<file path="config.mk">
export PLATFORM = sky130hd
export DESIGN_NAME = bcd_seq_ctrl
export DESIGN_NICKNAME = d
export VERILOG_FILES = /design/src/rtl/bcd_seq_ctrl.sv
export SDC_FILE = /design/constraint.sdc
export NUM_CORES = 1
export LEC_CHECK = 0
export BUFFER_PORTS_ARGS = -buffer_cell sky130_fd_sc_hd__buf_4
export CORE_MARGIN = 2
export CORE_UTILIZATION = 40
export CTS_BUF_LIST = sky130_fd_sc_hd__clkbuf_4 sky130_fd_sc_hd__clkbuf_8
export CTS_CLUSTER_SIZE = 14
export DETAILED_ROUTE_END_ITERATION = 8
export PLACE_DENSITY = 0.64
export SKIP_CTS_REPAIR_TIMING = 1
export SYNTH_ARGS = -nofsm -noshare
export SYNTH_HDL_FRONTEND = slang
export SYNTH_SLANG_ARGS = --single-unit
</file>
<file path="constraint.sdc">
create_clock -name clk -period 2.8 [get_ports clk]
set_input_delay 0.56 -clock clk [delete_from_list [all_inputs] [get_ports clk]]
set_output_delay 0.56 -clock clk [all_outputs]
set_load 0.02 [all_outputs]
</file>
<file path="src/rtl/bcd_seq_ctrl.sv">
// Sequential binary-to-BCD converter: one double-dabble step per clock, four
// registered digits, overflow saturation above 9999.
//
// state  | meaning
// IDLE   | waiting for start; outputs hold the last result
// CONV   | one add-3/shift step per cycle, WIDTH cycles total
// DONE   | load digit outputs and overflow, pulse done
module bcd_seq_ctrl #(
    parameter int WIDTH = 14
) (
    input  logic             clk,
    input  logic             rst,
    input  logic             start,
    input  logic [WIDTH-1:0] bin,
    output logic             busy,
    output logic             done,
    output logic             overflow,
    output logic [3:0]       thousands,
    output logic [3:0]       hundreds,
    output logic [3:0]       tens,
    output logic [3:0]       ones
);
    localparam int CW = $clog2(WIDTH + 1);

    typedef enum logic [1:0] {S_IDLE, S_CONV, S_DONE} state_t;

    state_t           state_q;
    logic [WIDTH-1:0] sh_q, sh_d;
    logic [15:0]      acc_q, acc_d, acc_adj;
    logic [CW-1:0]    cnt_q;
    logic             ovf_cap_q, ovf_in;
    logic             busy_q, done_q, ovf_q;
    logic [3:0]       d3_q, d2_q, d1_q, d0_q;

    always_comb begin
        acc_adj = acc_q;
        for (int i = 0; i < 4; i++) begin
            if (acc_q[4*i +: 4] >= 4'd5) begin
                acc_adj[4*i +: 4] = acc_q[4*i +: 4] + 4'd3;
            end
        end
        {acc_d, sh_d} = {acc_adj, sh_q} << 1;
        ovf_in = ({{(32-WIDTH){1'b0}}, bin} > 32'd9999);
    end

    always_ff @(posedge clk) begin
        if (rst) begin
            state_q   <= S_IDLE;
            sh_q      <= '0;
            acc_q     <= '0;
            cnt_q     <= '0;
            ovf_cap_q <= 1'b0;
            busy_q    <= 1'b0;
            done_q    <= 1'b0;
            ovf_q     <= 1'b0;
            d3_q      <= '0;
            d2_q      <= '0;
            d1_q      <= '0;
            d0_q      <= '0;
        end else begin
            case (state_q)
                S_IDLE: begin
                    done_q <= 1'b0;
                    busy_q <= 1'b0;
                    if (start) begin
                        sh_q      <= bin;
                        acc_q     <= '0;
                        cnt_q     <= CW'(WIDTH);
                        ovf_cap_q <= ovf_in;
                        busy_q    <= 1'b1;
                        state_q   <= S_CONV;
                    end
                end
                S_CONV: begin
                    acc_q <= acc_d;
                    sh_q  <= sh_d;
                    cnt_q <= cnt_q - CW'(1);
                    if (cnt_q == CW'(1)) begin
                        state_q <= S_DONE;
                    end
                end
                S_DONE: begin
                    // busy stays high through the done cycle and drops in IDLE
                    done_q  <= 1'b1;
                    ovf_q   <= ovf_cap_q;
                    state_q <= S_IDLE;
                    if (ovf_cap_q) begin
                        d3_q <= 4'd9;
                        d2_q <= 4'd9;
                        d1_q <= 4'd9;
                        d0_q <= 4'd9;
                    end else begin
                        d3_q <= acc_q[15:12];
                        d2_q <= acc_q[11:8];
                        d1_q <= acc_q[7:4];
                        d0_q <= acc_q[3:0];
                    end
                end
                default: state_q <= S_IDLE;
            endcase
        end
    end

    assign busy      = busy_q;
    assign done      = done_q;
    assign overflow  = ovf_q;
    assign thousands = d3_q;
    assign hundreds  = d2_q;
    assign tens      = d1_q;
    assign ones      = d0_q;
endmodule

</file>
==> results.md <==
* Vias at ~2100
* Core Footprint at 5990 um^2
* Hpwl dp at roughly 3600 um
* Dominant cell type by area after synthesis: dfxtp_1
* Setup TNS at 0 ns
* Status: finished, final reports clean
* Min-Delay Path Class: flip-flop to flip-flop
* Drt first pass iters at 4
* Clock share of power at roughly a third
* Via/cell ratio at 5.38
* Critical Path Start Type: flip-flop
* Setup Viol. Count Final at 0
* Final Slew Violations at 0
* Vias in the first global route at 1975
* Syn Area/Cell at 8.83 um^2
* Post-synth top area share at 44.7%
* Flop pwr share at 57.8%
* DIE WIDTH at ~83 um
* Fmax at 563 MHz
* Initial drt markers at 128
* Net Sw Power at just under 0.4 mW
* Sequential area share after synthesis at between 40% and 50%
* Worst VDD drop at between 0.2 and 0.3 mV
* DR WL/cell at ~14 um
* Final non-filler cell total at a little under 400
* Most common cell after layout, fill and taps aside: dfxtp_1
* Clk_skew at between 0.01 and 0.015 ns
* Crit-path max FO at 12
* Total grt overflow at 0
* Routed WL at approximately 5500 um
* Fraction of layout cells with a size suffix above 1 at 16.5%
* Tmin final at about 1.8 ns
* Die Area at ~6900 um^2
* Multi-input logic area at between 1000 and 1500 um^2
* ANT nets after route at 0
* Slew Limit Headroom at 37.6%
* Largest net degree at the start of global routing at 43
* IO Port Bufs at 35
* CP Capture Type: flip-flop
* Critical path class: flip-flop to flip-flop
* # rows at 28
* Most frequent cells in the layout: dfxtp_1 (56), buf_4 (36), nor2_1 (24)
* PD cells at ~520 nW/um^2
* H-tree levels at 2
* Syn-to-layout area delta at 14.1%
* Worst hold slack at around 0.46 ns
* # placed instances at approximately 380
* CTS max path bufs at 2
* Sink Count at 56
* Clock slew at reported path FFs at roughly 0.10 ns
* Worst skew pair latency at roughly 0.32 ns
* Gate count of the mapped netlist at 284
* Fin nets at roughly 340
* Count of state elements after synthesis at 56
* Seq. cell area at roughly 1100 um^2
* Pleak at between 1 and 1.5 nW
* Required time worst endpoint at ~3 ns
* CTS tree: yes
* GRT Util Overall at between 15 and 20%
* Final GP Congestion at 0.757
* Fillers at slightly below 600
* Net count after synthesis at roughly 310
* Starting Density at 41.9%
* IO Pins at 36
* Crit path DAT at between 2 and 2.5 ns
* Final worst-path cycle share at 63.5%
* CTS Buf Count at 5
* Antenna Cells at 0
* Final Hold Fails at 0
* Residual DRC at 0
* Die height at between 80 and 90 um
* Synth area leaders: dfxtp_1 (45%), ha_1 (5.0%), a21oi_1 (4.6%)
* Synth Warn # at 0
* Global-route wire length before repair at 9450 um
* Switching part of the total power at approximately a quarter
* Netlist cell types at 35
* Post-Syn Area at 2510 um^2
* Worst-Margin Slew at just over 0.9 ns
* Unrepaired setup endpoints after global routing: false
* Int Pwr at approximately 1.1 mW
* Max cap viols at 0
* Part of the power in combinational logic at 10.1%
* Root Buffer: clkbuf_8
* Initial antenna violation count at 0
[kinds of logic (layout without fill, tap and decap cells)]
family	Yosys count	after routing	synth area share, %
simple gates	86	86	17.0
compound gates	81	81	21.5
xor+xnor	7	7	2.44
mux	4	4	1.60
flops	56	56	44.7
fa+ha+maj	10	10	4.99
buf+inv	40	66	7.83
[cells in the mapped netlist, drive strengths merged]
cell    instances
xor2            3
o21a            1
dfxtp          56
nand2b          7
and3            2
a21oi          23
inv            21
a22oi           1
a22o           12
nand2          13
xnor2           4
nor2           26
nand3b          4
nor3           21
clkinv          1
ha             10
o22ai          14
a221oi          8
buf            14
or3             4
mux2i           4
nor4            1
o221ai          5
nand3           7
nand4b          1
o21ai          12
clkbuf          4
a211oi          4
a311oi          1
[critical path, stage by stage (launching register included)]
cell and delay (ns):
dfxtp_1 0.46, nor2_1 0.19, nor2_2 0.07, nor2_1 0.72, a22o_1 0.27
[routing by layer]
metal  vias up  GRT usage (%)  wire [um]  part of all wire, %
met5         -              0          0                    0
li1       1066              -          -                    -
met1       953           22.2       2690                   49
met4         0           7.00         93                  1.7
met2        44           26.2       2520                   46
met3         7           3.08        217                  3.9
[registers in the layout (all words and copies together) (netlist names)]
register   count
tens           4
cnt_q          4
overflow       1
ovf_cap_q      1
done           1
state_q        2
ones           4
busy           1
thousands      4
acc_q         16
hundreds       4
sh_q          14
[stage by stage]
step / util [%] / worst slack (ns) / area [um^2] / total power [mW]
after floorplan: - / 1.45 / 2510 / 0.980
after global placement: 46.1 / 0.964 / 2760 / 1.02
after detailed placement: 46.1 / 0.912 / 2760 / 1.03
after CTS: 47.8 / 1.06 / 2860 / 1.49
after global routing: 47.8 / 0.916 / 2860 / 1.56
final: 47.8 / 1.02 / 2860 / 1.48
[final timing paths]
kind,from,to,slack [ns],cells past startpoint
setup reg to reg,state_q[0],acc_q[9],1.02,4
hold / removal,hundreds[2],hundreds[2],0.46,2
setup / recovery,state_q[0],acc_q[9],1.02,4
hold reg to reg,hundreds[2],hundreds[2],0.46,2
[power groups by stage]
stage          Clock [mW]  Sequential [mW]  Combinational [mW]
4_1_cts             0.483            0.857               0.151
2_1_floorplan           0            0.866               0.114
3_3_place_gp            0            0.875               0.148
5_1_grt             0.525            0.862               0.171
3_5_place_dp            0            0.875               0.151
6_report            0.476            0.857               0.150
[area by class of cell]
| type | count | area share, % |
|---|---|---|
| Timing Repair Buffer | 36 | 9.44 |
| Clock buffer | 6 | 2.89 |
| Tap cell | 75 | 3.28 |
| Sequential cell | 56 | 39.2 |
| Clock inverter | 2 | 0.525 |
| Inverter | 22 | 3.06 |
| Multi-Input combinational cell | 188 | 41.6 |
Note: power is estimated with default switching activity, not from simulation.
